**src/rtl/data_mem_responder_if.sv**
```systemverilog
// Load/store handshake bundle between the core (master) and the data-memory
// responder (slave).
//   req_valid/req_ready  : request handshake, core -> memory
//   req_we               : 1 = store, 0 = load
//   req_addr/req_wdata   : byte address and store data
//   resp_valid/resp_ready: response handshake, memory -> core
//   resp_rdata/resp_err  : load data (0 for stores/errors) and error flag
interface data_mem_responder_if #(
    parameter int unsigned Size = 32
);
    logic            req_valid;
    logic            req_ready;
    logic            req_we;
    logic [Size-1:0] req_addr;
    logic [Size-1:0] req_wdata;
    logic            resp_valid;
    logic            resp_ready;
    logic [Size-1:0] resp_rdata;
    logic            resp_err;

    modport master (
        output req_valid, req_we, req_addr, req_wdata, resp_ready,
        input  req_ready, resp_valid, resp_rdata, resp_err
    );

    modport slave (
        input  req_valid, req_we, req_addr, req_wdata, resp_ready,
        output req_ready, resp_valid, resp_rdata, resp_err
    );
endinterface

```
**src/rtl/data_mem_responder.sv**
```systemverilog
// Handshaked, multi-cycle data-memory responder with configurable wait states
// and an error response for misaligned or out-of-range accesses.
//   CLK        : clock, rising edge
//   Reset      : synchronous active-high reset; clears FSM, latches and storage
//   bus        : slave end of the load/store request/response handshake
//   test_value : low 16 bits of the storage word at TEST_ADDR
module data_mem_responder #(
    parameter int unsigned Size        = 32,
    parameter int unsigned DEPTH       = 64,
    parameter int unsigned WAIT_STATES = 2,
    parameter int unsigned TEST_ADDR   = 0
) (
    input  logic                 CLK,
    input  logic                 Reset,
    data_mem_responder_if.slave  bus,
    output logic [15:0]          test_value
);
    localparam int unsigned AW = (DEPTH > 1) ? $clog2(DEPTH) : 1;
    localparam logic [AW-1:0] TEST_IDX = AW'(TEST_ADDR / 4);

    typedef enum logic [1:0] {S_IDLE, S_WAIT, S_RESP} state_t;

    state_t          state, state_n;
    logic [3:0]      cnt, cnt_n;
    logic            lat_we;
    logic [Size-1:0] lat_addr;
    logic [Size-1:0] lat_wdata;
    logic [Size-1:0] mem [DEPTH];
    logic [Size-1:0] rdata_q;
    logic            err_q;

    logic            accept, commit, handshake;
    logic            req_ready_c, resp_valid_c;
    logic            cur_we;
    logic [Size-1:0] cur_addr, cur_wdata;
    logic            cur_legal;
    logic [AW-1:0]   cur_idx;

    // With zero wait states the commit edge is the accept edge, so the request
    // must come straight from the bus rather than from the latch.
    always_comb begin
        cur_we    = lat_we;
        cur_addr  = lat_addr;
        cur_wdata = lat_wdata;
        if (state == S_IDLE) begin
            cur_we    = bus.req_we;
            cur_addr  = bus.req_addr;
            cur_wdata = bus.req_wdata;
        end
    end

    assign cur_legal = (cur_addr[1:0] == 2'b00) && (cur_addr[Size-1:AW+2] == '0);
    assign cur_idx   = cur_addr[AW+1:2];

    always_comb begin
        state_n      = state;
        cnt_n        = cnt;
        req_ready_c  = 1'b0;
        resp_valid_c = 1'b0;
        accept       = 1'b0;
        commit       = 1'b0;
        handshake    = 1'b0;
        case (state)
            S_IDLE: begin
                req_ready_c = 1'b1;
                if (bus.req_valid) begin
                    accept = 1'b1;
                    if (WAIT_STATES == 0) begin
                        state_n = S_RESP;
                        commit  = 1'b1;
                    end else begin
                        state_n = S_WAIT;
                        cnt_n   = 4'(WAIT_STATES - 1);
                    end
                end
            end
            S_WAIT: begin
                if (cnt == '0) begin
                    state_n = S_RESP;
                    commit  = 1'b1;
                end else begin
                    cnt_n = cnt - 4'd1;
                end
            end
            S_RESP: begin
                resp_valid_c = 1'b1;
                if (bus.resp_ready) begin
                    handshake = 1'b1;
                    state_n   = S_IDLE;
                end
            end
            default: state_n = S_IDLE;
        endcase
    end

    always_ff @(posedge CLK) begin
        if (Reset) begin
            state     <= S_IDLE;
            cnt       <= '0;
            lat_we    <= 1'b0;
            lat_addr  <= '0;
            lat_wdata <= '0;
            rdata_q   <= '0;
            err_q     <= 1'b0;
            for (int unsigned i = 0; i < DEPTH; i++) begin
                mem[i] <= '0;
            end
        end else begin
            state <= state_n;
            cnt   <= cnt_n;
            if (accept) begin
                lat_we    <= bus.req_we;
                lat_addr  <= bus.req_addr;
                lat_wdata <= bus.req_wdata;
            end
            if (commit) begin
                err_q   <= ~cur_legal;
                rdata_q <= (cur_legal && !cur_we) ? mem[cur_idx] : '0;
                if (cur_legal && cur_we) begin
                    mem[cur_idx] <= cur_wdata;
                end
            end else if (handshake) begin
                rdata_q <= '0;
                err_q   <= 1'b0;
            end
        end
    end

    assign bus.req_ready  = req_ready_c;
    assign bus.resp_valid = resp_valid_c;
    assign bus.resp_rdata = rdata_q;
    assign bus.resp_err   = err_q;
    assign test_value     = mem[TEST_IDX][15:0];
endmodule

```
**src/flat_wrapper.sv**
```systemverilog
// flat-port wrapper written by rule: the top's interface ports become plain ports
module data_mem_responder_flat 
#(
    parameter int unsigned Size        = 32,
    parameter int unsigned DEPTH       = 64,
    parameter int unsigned WAIT_STATES = 2,
    parameter int unsigned TEST_ADDR   = 0
)
  (CLK, Reset, test_value, bus_req_valid, bus_req_we, bus_req_addr, bus_req_wdata, bus_resp_ready, bus_req_ready, bus_resp_valid, bus_resp_rdata, bus_resp_err);
  data_mem_responder_if #(.Size(Size)) bus_i ();
  input  logic CLK;
  input  logic Reset;
  output logic [15:0] test_value;
  input wire logic [$bits(bus_i.req_valid)-1:0] bus_req_valid;
  input wire logic [$bits(bus_i.req_we)-1:0] bus_req_we;
  input wire logic [$bits(bus_i.req_addr)-1:0] bus_req_addr;
  input wire logic [$bits(bus_i.req_wdata)-1:0] bus_req_wdata;
  input wire logic [$bits(bus_i.resp_ready)-1:0] bus_resp_ready;
  output wire logic [$bits(bus_i.req_ready)-1:0] bus_req_ready;
  output wire logic [$bits(bus_i.resp_valid)-1:0] bus_resp_valid;
  output wire logic [$bits(bus_i.resp_rdata)-1:0] bus_resp_rdata;
  output wire logic [$bits(bus_i.resp_err)-1:0] bus_resp_err;
  assign bus_i.req_valid = bus_req_valid;
  assign bus_i.req_we = bus_req_we;
  assign bus_i.req_addr = bus_req_addr;
  assign bus_i.req_wdata = bus_req_wdata;
  assign bus_i.resp_ready = bus_resp_ready;
  assign bus_req_ready = bus_i.req_ready;
  assign bus_resp_valid = bus_i.resp_valid;
  assign bus_resp_rdata = bus_i.resp_rdata;
  assign bus_resp_err = bus_i.resp_err;
  data_mem_responder #(.Size(Size), .DEPTH(DEPTH), .WAIT_STATES(WAIT_STATES), .TEST_ADDR(TEST_ADDR)) u_core (.CLK(CLK), .Reset(Reset), .bus(bus_i), .test_value(test_value));
endmodule
```
**config.mk**
```make
export PLATFORM = sky130hd
export DESIGN_NAME = data_mem_responder_flat
export DESIGN_NICKNAME = d
export VERILOG_FILES = /design/src/rtl/data_mem_responder_if.sv /design/src/rtl/data_mem_responder.sv /design/src/flat_wrapper.sv
export SDC_FILE = /design/constraint.sdc
export NUM_CORES = 2
export LEC_CHECK = 0
export BUFFER_PORTS_ARGS = -buffer_cell sky130_fd_sc_hd__clkbuf_2
export CORE_ASPECT_RATIO = 0.7
export CORE_MARGIN = 2
export CORE_UTILIZATION = 25
export DETAILED_ROUTE_END_ITERATION = 10
export SKIP_LAST_GASP = 1
export SLEW_MARGIN = 20
export SYNTH_ARGS = -nofsm -noshare
export SYNTH_HDL_FRONTEND = slang
export SYNTH_SLANG_ARGS = --single-unit
```
**constraint.sdc**
```tcl
create_clock -name CLK -period 6.23 [get_ports CLK]
set_clock_uncertainty 0.1 [all_clocks]
set_input_delay 1.246 -clock CLK [delete_from_list [all_inputs] [get_ports CLK]]
set_output_delay 1.246 -clock CLK [all_outputs]
set_load 0.03 [all_outputs]
```
# Word level (Yosys, flattened, before mapping)
# Memories as Yosys holds them, arrays and structs flattened.
# Cells that the tools add are included.
word_totals:
  regBits: 104
  ramBits: 2048
  input_bits: 69
  wordCells: 61
  n_memories: 1
op_classes:
  n_addsub: 1
  eq_ne: 6
  n_mux: 32
  n_bitwise: 1
  reduce_logical: 13
mem_list:
  columns: ["memory", "words", "word_bits", "rd", "rd_clocked_by_memory_dff", "write_ports", "line", "text"]
  rows:
  - ["u_core.mem", 64, 32, 2, 0, 64, "data_mem_responder.sv:28", "logic [Size-1:0] mem [DEPTH];"]
ops:
  columns: ["cell", "count"]
  rows:
  - ["$mux 32", 6]
  - ["$reduce_or 32->1", 1]
  - ["$logic_not 24->1", 1]
  - ["$mux 1", 18]
  - ["$mux 4", 2]
  - ["$pmux 4 s2", 1]
  - ["$mux 2", 3]
  - ["$mux 6", 1]
  - ["$ne 2x2->1 const B", 3]
  - ["$pmux 2 s3", 1]
  - ["$reduce_and 3->1", 2]
  - ["$logic_not 2->1", 2]
  - ["$logic_not 4->1", 1]
  - ["$reduce_bool 2->1", 2]
  - ["$sub 4x1->4 const B", 1]
  - ["$logic_and 1x1->1", 3]
  - ["$eq 2x1->1 const B", 1]
  - ["$eq 2x2->1 const B", 1]
  - ["$ne 2x1->1 const B", 1]
  - ["$logic_not 1->1", 1]
  - ["$not 1->1", 1]

# Logic depth before layout (Yosys ltp)
logic_depth:
  depth_word: 11
  mapped_depth: 13
  ltp_nobuf: 9

# Worst setup path after synthesis
# OpenSTA, ideal clock, no wires.
synth_timing:
  path_type: "input port to flip-flop"
  from: "input bus_req_addr[0]"
  to: "memory u_core.mem[36][0] (enable)"
  setup_time_ns: 0.394
  arrival_time_ns: 3.676
  t_required_ns: 5.736
  setup_slack_ns: 2.060
  stages: 8
  path_buffers: 1
  path_cell_list: "nor4_1 -> nand4_1 -> a211oi_2 -> or3b_1 -> buf_6 -> nor2_8 -> nand2_4 -> nand2b_1"
synth_lines:
  columns: ["item", "line", "text"]
  rows:
  - ["start: declaration", "flat_wrapper.sv:16", "input wire logic [$bits(bus_i.req_addr)-1:0] bus_req_addr;"]
  - ["end: declaration", "data_mem_responder.sv:28", null]

==> impl_metrics.yaml <==
outcome:
  status: "complete, no violations"
setup_path:
  worst_path_largest_cell_delay_ps: 770
  slowest_stage: "nand2b_2"
  path_class: "reg -> reg"
  worstRegToRegCells: 12
  cp-end-kind: "register"
  r2r_start: "u_core.state[1]$_SDFFE_PP0P_"
  crit_buf_inv: 5
  worstPathMaxFanout: 33
  cp_top_family: "simple AND/OR/NAND/NOR gates"
  r2r-end: "u_core.mem[32][2]$_SDFFCE_PN0P_"
  required_ps: 6650
  path_cells: "buf_4 > or2_1 > buf_4 > inv_4 > nand4_1 > a211oi_2 > or3b_1 > buf_4 > nor2_8 > nand2_4 > nand2b_2 > buf_4"
  critPathArrivalTime_ps: 5680
  regToRegSetupSlack_ps: 960
  start_kind: "register"
  cpMostUsedCell: "buf_4"
global_routing:
  track_usage_pct: 19.3
  antenna_found_initial: 41
  grt_first_pass_wirelength_um: 515000
  grt_pass1_vias: 63489
  grt_max_degree: 102
  grt-ovfl-total: 0
logic_synthesis:
  synth-compound-area-share_pct: 9.25
  yosysSeqAreaShare_pct: 69.0
  yosys.area_share.simple_pct: 16.4
  synthAdderAreaFrac_pct: 0.0271
  synth.avg_cell_area_sq_um: 11.5
  async_flop_share_pct: 0
  yosysUniqueCellTypes: 90
  synthMuxAreaShare_pct: 1.46
  synth_edf_count: 2048
  syn_inst: 8003
  synth_ff_type: "edfxtp_1"
  synth_seq_cells: 2152
  ys_warn_count: 0
  synth_top_family_by_area: "simple AND/OR/NAND/NOR gates"
  syn-num-nets: 8074
  syn_area_sq_um: 92200
  synth_xor_area_share_pct: 0.0190
final_layout:
  mostFrequentLayoutCell: "nor2_1"
  drive_above_1_share_pct: 11.8
  final_cell_mix: "2124 x nor2_1, 2048 x edfxtp_1, 1039 x nand2_1"
  utilization_pct: 28.9
  fill_cells: 37330
  nets: 7960
  area_delta_synth_final_pct: 15.0
sta:
  rsz0062_at_grt: "no"
  hold-worst-slack_ps: 355
  timing.fmax_mhz: 190
  finalCritPeriodShare_pct: 84.5
  finalMaxSlewViolations: 0
  report.final.setup_viol: 0
  slew_headroom_pct: 11.3
  finalHoldViolCount: 0
  worst_pin_slew_ps: 1320
  fin_crit_ps: 5270
  fin_setup_tns_ps: 0
pwr:
  p_leak_nw: 36.3
  p_per_area_nw_per_um2: 322
  peakVddDrop_mv: 0.261
cts:
  cts_max_level: 4
  clock_latency_ps: 870
  cts_resized: 0
  post-cts-setup-buffer-count: 0
  cts_made_buffers: 196
  postCtsHoldBufs: 0
  clockRootBuffer: "clkbuf_16"
  clockBufferDepth: 4
  cts.clk_slew.worst_paths_ps: 70
  cts_sinks: 2152
  cts_tree: "yes"
flow_run:
  cap_violations: 0
floorplanning:
  core_sq_um: 367000
  die_h_um: 512
  num_rows: 186
  ioPinCount: 120
  die_area_sq_um: 374000
  initial_utilization_pct: 25.1
  die_x_um: 730
drt:
  first_pass_iters: 6
  ant_nets: 0
  via_per_inst: 5.39
  drtIter0Drc: 13891
  wire_per_inst_um: 29.0
  wirelength_um: 376000
  drc_errors: 0
  num_vias: 69898
placement:
  port_buffers: 119
  hpwlAfterDp_um: 230000
  gp_congestion: 0.934
worst_hold_path:
  min_from: "u_core.lat_addr[1]$_SDFFE_PP0P_"
  hold_path_depth: 2
  min_to: "u_core.lat_addr[1]$_SDFFE_PP0P_"
  hold_class: "reg -> reg"
logic make-up (layout without fill, tap and decap cells):
group	after synthesis	count (layout)
adder cells (fa/ha/maj)	2	2
flip-flops	2152	2152
AO/OA/AOI/OAI	1254	1254
buffers and inverters	779	817
other	0	36
multiplexers	132	132
XOR/XNOR	2	2
AND/OR/NAND/NOR	3682	3682
where the power goes:
part           internal, mW  total, mW  switching, mW
clock                  6.77       12.5           5.69
sequential             16.3       16.4          0.179
combinational          1.17       5.21           4.04
total                  24.2       34.1           9.91
area by class of cell:
| cell class | count | area [sq um] | share of cell area [%] |
|---|---|---|---|
| flip-flops and latches | 2152 | 63600 | 60.0 |
| inverters | 4 | 17.5 | 0.0165 |
| multi-input cells | 5072 | 26000 | 24.5 |
| repair buffers | 463 | 3990 | 3.76 |
| well taps | 4888 | 6120 | 5.77 |
| diodes | 36 | 90.1 | 0.0849 |
| clock buffers | 242 | 5180 | 4.89 |
| clock inverters | 108 | 1070 | 1.01 |
per-stage QoR:
| stage | instances | worst slack, ps | cell area [sq um] | total power [mW] |
|---|---|---|---|---|
| after floorplan | 8003 | 2060 | 92200 | 19.0 |
| after global placement | 12570 | 693 | 99500 | 21.6 |
| after detailed placement | 12577 | 755 | 99600 | 21.7 |
| after CTS | 12927 | 1130 | 106000 | 33.8 |
| after global routing | 12941 | 1000 | 106000 | 34.7 |
| final | 12965 | 963 | 106000 | 34.1 |
registers in the layout, indices dropped and copies added, names as in the netlist:
name / count
u_core.lat_we: 1
u_core.bus.resp_rdata: 32
u_core.lat_wdata: 32
u_core.cnt: 4
u_core.lat_addr: 32
u_core.mem: 2048
u_core.state: 2
u_core.bus.resp_err: 1
tightest hold or removal path, stage by stage, from the launching register on:
cell and delay, ps:
dfxtp_1 310, nand2_1 50, a21oi_1 50
synth_stat cells, types with 15 or more instances:
library cell | n | area (sq um)
a22oi_1 | 15 | 113
a211oi_1 | 124 | 931
nor4_1 | 49 | 307
mux2i_1 | 118 | 1180
edfxtp_1 | 2048 | 61500
o221ai_1 | 28 | 245
and3_1 | 128 | 801
o22a_1 | 36 | 315
clkbuf_1 | 379 | 1420
a31oi_1 | 85 | 532
buf_2 | 297 | 1490
a32oi_1 | 157 | 1380
dfxtp_1 | 104 | 2080
a32o_1 | 30 | 300
o21ai_0 | 35 | 175
nand2_1 | 1043 | 3920
a21oi_1 | 345 | 1730
buf_1 | 37 | 139
nand3_1 | 128 | 641
o31ai_1 | 21 | 158
nand2_4 | 17 | 191
o22ai_1 | 261 | 1630
buf_4 | 48 | 360
nand2b_1 | 71 | 444
nor3_1 | 44 | 220
nor2_1 | 2125 | 7980
worst max-delay path by stage:
stage / start / endpoint / slack, ps / cells past startpoint
2_1_floorplan: bus_req_addr[0] / u_core.mem[36][0]$_SDFFCE_PN0P_ / 2060 / 8
3_3_place_gp: bus_req_addr[0] / u_core.bus.resp_rdata[29]$_SDFFE_PP0P_ / 690 / 9
3_5_place_dp: bus_req_addr[0] / u_core.mem[35][2]$_SDFFCE_PN0P_ / 760 / 9
4_1_cts: u_core.state[1]$_SDFFE_PP0P_ / u_core.mem[32][2]$_SDFFCE_PN0P_ / 1130 / 12
5_1_grt: u_core.state[1]$_SDFFE_PP0P_ / u_core.mem[32][2]$_SDFFCE_PN0P_ / 1000 / 12
6_report: u_core.state[1]$_SDFFE_PP0P_ / u_core.mem[32][2]$_SDFFCE_PN0P_ / 960 / 12
routing by layer:
layer	track usage (%)	vias up	wire, um
met5	0.321	-	433
met4	6.33	32	14200
met3	9.18	768	69800
met2	25.5	5885	146000
met1	27.1	34769	145000
li1	-	28444	-
Power figures use the tool's default switching activity.
